[config.mk]
export PLATFORM = sky130hd
export DESIGN_NAME = cop0
export DESIGN_NICKNAME = d
export VERILOG_FILES = /design/src/rtl/cop0_pkg.sv /design/src/rtl/cop0_timer.sv /design/src/rtl/cop0.sv
export SDC_FILE = /design/constraint.sdc
export NUM_CORES = 1
export LEC_CHECK = 0
export BUFFER_PORTS_ARGS = -buffer_cell sky130_fd_sc_hd__buf_2
export CAP_MARGIN = 10
export CORE_ASPECT_RATIO = 0.8
export CORE_MARGIN = 10
export CORE_UTILIZATION = 50
export CTS_BUF_LIST = sky130_fd_sc_hd__clkbuf_8
export DETAILED_ROUTE_END_ITERATION = 12
export PLACE_DENSITY = 0.73
export SLEW_MARGIN = 20
export SYNTH_ARGS = -nofsm -noshare
export SYNTH_HDL_FRONTEND = slang
export SYNTH_SLANG_ARGS = --single-unit
[constraint.sdc]
create_clock -name clk -period 9.34 [get_ports clk]
set_clock_uncertainty 0.15 [all_clocks]
set_input_delay 2.335 -clock clk [delete_from_list [all_inputs] [get_ports clk]]
set_output_delay 2.335 -clock clk [all_outputs]
set_load 0.01 [all_outputs]
[src/rtl/cop0_pkg.sv]
// +--------------------------------------------------------------------------+
// | cop0_pkg : command encodings, register map and field helpers for CP0     |
// | Revision : 1.0                                                           |
// +--------------------------------------------------------------------------+
`default_nettype none

package cop0_pkg;

  localparam logic [2:0] COP_OP_NOP = 3'd0;
  localparam logic [2:0] COP_OP_SYS = 3'd1;
  localparam logic [2:0] COP_OP_BRK = 3'd2;
  localparam logic [2:0] COP_OP_RET = 3'd3;
  localparam logic [2:0] COP_OP_MV  = 3'd4;
  localparam logic [2:0] COP_OP_EN  = 3'd5;
  localparam logic [2:0] COP_OP_DIS = 3'd6;

  localparam logic [4:0] CP0_COUNT   = 5'd9;
  localparam logic [4:0] CP0_COMPARE = 5'd11;
  localparam logic [4:0] CP0_STATUS  = 5'd12;
  localparam logic [4:0] CP0_CAUSE   = 5'd13;
  localparam logic [4:0] CP0_EPC     = 5'd14;

  localparam logic [4:0] EXC_INT = 5'd0;
  localparam logic [4:0] EXC_SYS = 5'd8;
  localparam logic [4:0] EXC_BP  = 5'd9;

  localparam int ST_IE     = 0;
  localparam int ST_EXL    = 1;
  localparam int ST_IM_LO  = 8;
  localparam int CA_EXC_LO = 2;
  localparam int CA_IP_LO  = 8;

  localparam logic [31:0] COMPARE_RESET = 32'hFFFF_FFFF;

  typedef struct packed {
    logic [7:0] im;
    logic       exl;
    logic       ie;
  } status_t;

  function automatic logic [31:0] pack_status(input status_t s);
    logic [31:0] v;
    v                  = '0;
    v[ST_IE]           = s.ie;
    v[ST_EXL]          = s.exl;
    v[ST_IM_LO +: 8]   = s.im;
    return v;
  endfunction

  function automatic logic [31:0] pack_cause(input logic [7:0] ip, input logic [4:0] exc);
    logic [31:0] v;
    v                  = '0;
    v[CA_EXC_LO +: 5]  = exc;
    v[CA_IP_LO +: 8]   = ip;
    return v;
  endfunction

endpackage

`default_nettype wire

[src/rtl/cop0_timer.sv]
// +--------------------------------------------------------------------------+
// | cop0_timer : free-running Count, Compare and the timer-pending flag      |
// | Revision   : 1.0                                                         |
// +--------------------------------------------------------------------------+
`default_nettype none

module cop0_timer
  import cop0_pkg::*;
(
  input  logic        clk,
  input  logic        rst,
  input  logic        wr_count_i,
  input  logic        wr_compare_i,
  input  logic [31:0] wdata_i,
  output logic [31:0] count_o,
  output logic [31:0] compare_o,
  output logic        pending_o
);

  logic [31:0] count_q, count_d;
  logic [31:0] compare_q, compare_d;
  logic        pending_q, pending_d;

  // Match is taken against the post-update values so a write that lands on
  // the current compare value raises the flag on the same edge.
  always_comb begin
    count_d   = wr_count_i ? wdata_i : count_q + 32'd1;
    compare_d = wr_compare_i ? wdata_i : compare_q;
    pending_d = (pending_q & ~wr_compare_i) | (count_d == compare_d);
  end

  always_ff @(posedge clk) begin
    if (rst) begin
      count_q   <= '0;
      compare_q <= COMPARE_RESET;
      pending_q <= 1'b0;
    end else begin
      count_q   <= count_d;
      compare_q <= compare_d;
      pending_q <= pending_d;
    end
  end

  assign count_o   = count_q;
  assign compare_o = compare_q;
  assign pending_o = pending_q;

endmodule

`default_nettype wire

[src/rtl/cop0.sv]
// +--------------------------------------------------------------------------+
// | cop0 : system-control coprocessor (Status/Cause/EPC, exceptions, IRQs)   |
// | Revision : 1.0                                                           |
// +--------------------------------------------------------------------------+
`default_nettype none

module cop0
  import cop0_pkg::*;
#(
  parameter logic [31:0] EXC_VECTOR = 32'h0000_0080
) (
  input  logic        clk,
  input  logic        rst,
  input  logic        en,
  input  logic [2:0]  cop0_op,
  input  logic        cop0_rd,
  input  logic        cop0_wr,
  input  logic [4:0]  reg_idx,
  input  logic [31:0] wdata,
  input  logic [31:0] pc,
  input  logic [5:0]  hw_int,
  output logic [31:0] rdata,
  output logic        exc_take,
  output logic [31:0] exc_target,
  output logic        int_req
);

  status_t     status_q, status_d;
  logic [4:0]  exccode_q, exccode_d;
  logic [1:0]  ip_sw_q, ip_sw_d;
  logic [5:0]  ip_hw_q;
  logic [31:0] epc_q, epc_d;

  logic [31:0] w_count;
  logic [31:0] w_compare;
  logic        w_timer_pending;

  logic [7:0]  w_ip;
  logic [31:0] w_status_word;
  logic [31:0] w_cause_word;
  logic [31:0] w_read_mux;
  logic        w_take_int;
  logic        w_cmd_ok;
  logic        w_is_exc;
  logic        w_is_ret;
  logic        w_is_mv;
  logic        w_is_ei;
  logic        w_is_di;
  logic        w_mtc0;
  logic        w_wr_count;
  logic        w_wr_compare;

  // The timer line shares IP[7] with the top hardware interrupt input.
  assign w_ip          = {ip_hw_q[5] | w_timer_pending, ip_hw_q[4:0], ip_sw_q};
  assign w_status_word = pack_status(status_q);
  assign w_cause_word  = pack_cause(w_ip, exccode_q);

  assign int_req    = status_q.ie & ~status_q.exl & (|(w_ip & status_q.im));
  assign w_take_int = en & int_req;
  assign w_cmd_ok   = en & ~int_req;

  assign w_is_exc = w_cmd_ok & ((cop0_op == COP_OP_SYS) | (cop0_op == COP_OP_BRK));
  assign w_is_ret = w_cmd_ok & (cop0_op == COP_OP_RET);
  assign w_is_mv  = w_cmd_ok & (cop0_op == COP_OP_MV);
  assign w_is_ei  = w_cmd_ok & (cop0_op == COP_OP_EN);
  assign w_is_di  = w_cmd_ok & (cop0_op == COP_OP_DIS);
  assign w_mtc0   = w_is_mv & cop0_rd;

  assign w_wr_count   = w_mtc0 & (reg_idx == CP0_COUNT);
  assign w_wr_compare = w_mtc0 & (reg_idx == CP0_COMPARE);

  assign exc_take   = w_take_int | w_is_exc | w_is_ret;
  assign exc_target = w_is_ret ? epc_q : EXC_VECTOR;

  always_comb begin
    w_read_mux = '0;
    case (reg_idx)
      CP0_COUNT:   w_read_mux = w_count;
      CP0_COMPARE: w_read_mux = w_compare;
      CP0_STATUS:  w_read_mux = w_status_word;
      CP0_CAUSE:   w_read_mux = w_cause_word;
      CP0_EPC:     w_read_mux = epc_q;
      default:     w_read_mux = '0;
    endcase
  end

  always_comb begin
    rdata = '0;
    if (w_is_mv && cop0_wr) begin
      rdata = w_read_mux;
    end else if (w_is_ei || w_is_di) begin
      rdata = w_status_word;
    end
  end

  always_comb begin
    status_d  = status_q;
    exccode_d = exccode_q;
    ip_sw_d   = ip_sw_q;
    epc_d     = epc_q;
    if (w_take_int) begin
      epc_d        = pc;
      exccode_d    = EXC_INT;
      status_d.exl = 1'b1;
    end else if (w_is_exc) begin
      // A nested trap keeps the original return address.
      if (!status_q.exl) begin
        epc_d = pc;
      end
      exccode_d    = (cop0_op == COP_OP_SYS) ? EXC_SYS : EXC_BP;
      status_d.exl = 1'b1;
    end else if (w_is_ret) begin
      status_d.exl = 1'b0;
    end else if (w_mtc0) begin
      case (reg_idx)
        CP0_STATUS: begin
          status_d.ie  = wdata[ST_IE];
          status_d.exl = wdata[ST_EXL];
          status_d.im  = wdata[ST_IM_LO +: 8];
        end
        CP0_CAUSE: ip_sw_d = wdata[CA_IP_LO +: 2];
        CP0_EPC:   epc_d   = wdata;
        default:   ;
      endcase
    end else if (w_is_ei) begin
      status_d.ie = 1'b1;
    end else if (w_is_di) begin
      status_d.ie = 1'b0;
    end
  end

  always_ff @(posedge clk) begin
    if (rst) begin
      status_q  <= '0;
      exccode_q <= '0;
      ip_sw_q   <= '0;
      ip_hw_q   <= '0;
      epc_q     <= '0;
    end else begin
      status_q  <= status_d;
      exccode_q <= exccode_d;
      ip_sw_q   <= ip_sw_d;
      ip_hw_q   <= hw_int;
      epc_q     <= epc_d;
    end
  end

  cop0_timer u_timer (
    .clk          (clk),
    .rst          (rst),
    .wr_count_i   (w_wr_count),
    .wr_compare_i (w_wr_compare),
    .wdata_i      (wdata),
    .count_o      (w_count),
    .compare_o    (w_compare),
    .pending_o    (w_timer_pending)
  );

endmodule

`default_nettype wire

==> flow_metrics.py <==
metrics = {
    "critical_path": {
        "arrival_ns": 4.58,
        "reg2reg_from": "u_timer.count_o[0]$_SDFF_PP0_",
        "critical_path.endpoint_type": "output port",
        "crit_chain": "buf_2 > buf_4 > inv_1 > buf_4 > and2_1 > buf_4 > a221oi_1 > o21ai_0 > buf_2",
        "r2r_cells": 10,
        "worst-r2r-setup-slack_ns": 5.14,
        "crit_buf_inv": 6,
        "crit_slowest_cell": "buf_4",
        "cpMostUsedCell": "buf_4",
        "crit_path_max_incr_delay_ns": 0.42,
        "crit_path_start_kind": "primary input",
        "worstSetupPathType": "in2out",
        "cp_top_family": "buffers and inverters",
        "cp_max_fo": 43,
        "worst_r2r_endpoint": "u_timer.pending_o$_SDFF_PP0_",
        "required_ns": 6.86,
    },
    "hold_path": {
        "holdPathEnd": "status_q[6]$_SDFFE_PP0P_",
        "hp-start": "status_q[6]$_SDFFE_PP0P_",
        "min_path_type": "reg2reg",
        "holdPathStages": 2,
    },
    "detailed_routing": {
        "drcViolationCount": 0,
        "via_count": 8566,
        "routed_via_density": 6.20,
        "wl_per_cell_um": 20.2,
        "drt_wl_total_mm": 27.9,
        "antenna_left": 0,
        "firstDrtPassIters": 6,
        "drt-initial-drc-count": 1057,
    },
    "die": {
        "fp.dieW_um": 164,
        "die_h_um": 135,
        "rows": 41,
        "initial_core_util_pct": 51.6,
        "core_area_um2": 16000,
        "die_area_um2": 22100,
        "pin_count": 149,
    },
    "finish": {
        "nets": 1238,
        "final_core_util_pct": 59.2,
        "diodes": 0,
        "drive_gt1_share_pct": 18.3,
        "stdcell_count": 1382,
        "area_growth_pct": 14.7,
    },
    "logic_synthesis": {
        "ys_types": 74,
        "avgSynthCellArea_um2": 7.77,
        "synthDominantCellAreaShare_pct": 28.4,
        "synthFlopType": "dfxtp_1",
        "synth_area_um2": 8260,
        "synth_edf_count": 0,
        "synth.most_common_cell": "nor2_1",
        "synth_top_cell_by_area": "dfxtp_1",
        "netlist_instances": 1063,
        "seq_area_frac_synth_pct": 28.4,
        "synth_common_cells": "nor2_1, dfxtp_1, nand2_1, clkbuf_1, a211oi_1",
        "async_flop_share_pct": 0,
        "synth_fp_nets": 1147,
        "ys_ff_latch": 117,
        "ys.warnings.count": 0,
        "synth_area_leaders": "dfxtp_1, nor2_1, a211oi_1",
    },
    "cts": {
        "post-cts-setup-buffers": 0,
        "htree_num_levels": 4,
        "cts_buffer_depth": 2,
        "clk_pin_slew_worst_paths_ns": 0.08,
        "cts_made_buffers": 17,
        "cts.sinks": 117,
        "cts_hold_buf": 0,
        "cts_root_buf": "clkbuf_8",
        "post_cts_resized": 0,
        "cts_tree": "done",
        "clock_latency_ns": 0.45,
    },
    "sta": {
        "drv_slew": 0,
        "slew_headroom_pct": 23.3,
        "whs_ns": 0.333,
        "finalSetupViolations": 0,
        "fin_crit_ns": 7.06,
        "rsz0062_at_grt": "false",
        "hold_viol_final": 0,
        "setup_tns_ns": 0,
        "tightest_slew_ns": 1.15,
        "period_share_pct": 75.6,
        "fin_ws_ns": 2.28,
        "max_freq_ghz": 0.142,
    },
    "power_and_ir_drop": {
        "p_switching_w": 0.000331,
        "combPwrFrac_pct": 12.2,
        "leakage_nw": 4.00,
        "intPower_w": 0.000813,
        "seq_power_share_pct": 45.8,
        "power_density_nw_per_um2": 121,
        "p_sw_share_pct": 28.9,
        "vdd_drop_max_uv": 99.9,
        "clockPowerShare_pct": 42.0,
    },
    "placement": {
        "io_buffers": 148,
        "pre_cts_ws_ns": 2.36,
        "dp.cells": 1350,
        "hpwl_mm": 19.6,
        "gp_congestion": 0.928,
    },
    "global_route": {
        "grt_pass1_wl_mm": 44.8,
        "grt_max_degree": 96,
        "use_met1_pct": 35.2,
        "antenna_found_initial": 0,
        "grt_usage_pct": 25.0,
        "gr-usage-met3_pct": 5.89,
        "top_usage_layer": "met2",
        "grt_use_met2_pct": 37.8,
        "overflow": 0,
        "grt_pass1_vias": 8081,
    },
    "flow_run": {
        "max_cap_viol_count": 0,
    },
    "outcome": {
        "status": "finished clean",
    },
}
==> sequential cells by signal, indices dropped and copies added (netlist names) <==
name	cells
epc_q	32
u_timer.pending_o	1
u_timer.count_o	32
ip_sw_q	2
status_q	10
u_timer.compare_o	32
exccode_q	2
ip_hw_q	6
==> cell usage in the layout (no fill, tap or decap), types with 6 or more instances in the layout <==
| master | synthesis | final |
|---|---|---|
| nor4_1 | 9 | 9 |
| a22oi_1 | 27 | 27 |
| o31ai_1 | 10 | 10 |
| mux2i_1 | 38 | 38 |
| nand2b_1 | 7 | 7 |
| xnor2_1 | 35 | 35 |
| dfxtp_1 | 117 | 117 |
| nand2_1 | 115 | 114 |
| o21ai_0 | 26 | 26 |
| and2_1 | 39 | 39 |
| a21oi_1 | 30 | 30 |
| buf_4 | 1 | 18 |
| and4_1 | 6 | 6 |
| a311oi_1 | 11 | 11 |
| a22o_1 | 26 | 26 |
| xor2_1 | 22 | 22 |
| a31oi_1 | 14 | 14 |
| nand3b_1 | 27 | 27 |
| a211o_1 | 6 | 6 |
| clkbuf_8 | 0 | 18 |
| or4_1 | 10 | 10 |
| nand4_1 | 17 | 17 |
| a211oi_1 | 58 | 58 |
| o211ai_1 | 6 | 6 |
| nand3_1 | 26 | 26 |
| xnor3_1 | 12 | 12 |
| nor2b_1 | 12 | 11 |
| nor2_1 | 142 | 140 |
| a221oi_1 | 10 | 10 |
| nor3_1 | 20 | 19 |
| buf_2 | 6 | 147 |
| and3_1 | 14 | 14 |
| inv_1 | 11 | 11 |
==> cells by family (layout without fill, tap and decap cells) <==
| group | count (synthesis) | in the layout | share of synthesized area, % |
|---|---|---|---|
| multiplexers | 39 | 39 | 4.74 |
| flip-flops | 117 | 117 | 28.4 |
| AO/OA/AOI/OAI | 265 | 265 | 23.6 |
| AND/OR/NAND/NOR | 466 | 466 | 28.4 |
| adder cells (fa/ha/maj) | 1 | 1 | 0.152 |
| buffers and inverters | 105 | 209 | 5.11 |
| XOR/XNOR | 70 | 70 | 9.61 |
==> area by class of cell <==
class | instances | area, um2
fillers | 1515 | 6530
multi-input cells | 841 | 5540
flip-flops and latches | 117 | 2340
repair buffers | 165 | 871
well taps | 215 | 269
clock buffers | 18 | 248
clock inverters | 14 | 155
inverters | 12 | 45.0
==> power groups by stage <==
stage          clock network, W  registers, W  logic [W]
2_1_floorplan                 0      0.000530  0.0000883
3_3_place_gp                  0      0.000535   0.000136
3_5_place_dp                  0      0.000535   0.000138
4_1_cts                0.000483      0.000523   0.000138
5_1_grt                0.000511      0.000525   0.000154
6_report               0.000481      0.000523   0.000139
==> worst register-to-register path: stages (launching register included) <==
cell	delay, ns
dfxtp_1	0.53
ha_1	0.32
nand3_1	0.25
nor4_1	0.69
and3_1	0.27
o211ai_1	0.09
o32ai_1	0.46
o21ai_0	0.16
or4_1	0.50
or4b_1	0.62
nand2_1	0.11
==> how the worst max path moves through the flow <==
stage,startpoint,to,cells past startpoint
after global routing,reg_idx[1],rdata[12],9
after detailed placement,reg_idx[1],rdata[12],9
after CTS,reg_idx[1],rdata[12],9
after global placement,reg_idx[1],rdata[14],9
final,reg_idx[1],rdata[15],9
after floorplan,reg_idx[1],rdata[15],10
==> per-layer routing <==
metal  vias up  share of wire (%)  wire length (um)
met5         -                  0                 0
met4         0                1.3               374
met3        37                9.9              2770
met2       398                 43             12100
met1      4034                 45             12600
li1       4097                  -                 -
==> through the flow <==
stage                     area, um2  power [W]
after global routing           9470    0.00119
final                          9470    0.00114
after detailed placement       9060   0.000672
after CTS                      9470    0.00114
after global placement         9060   0.000671
after floorplan                8260   0.000618
(Power assumes the default switching activity.)
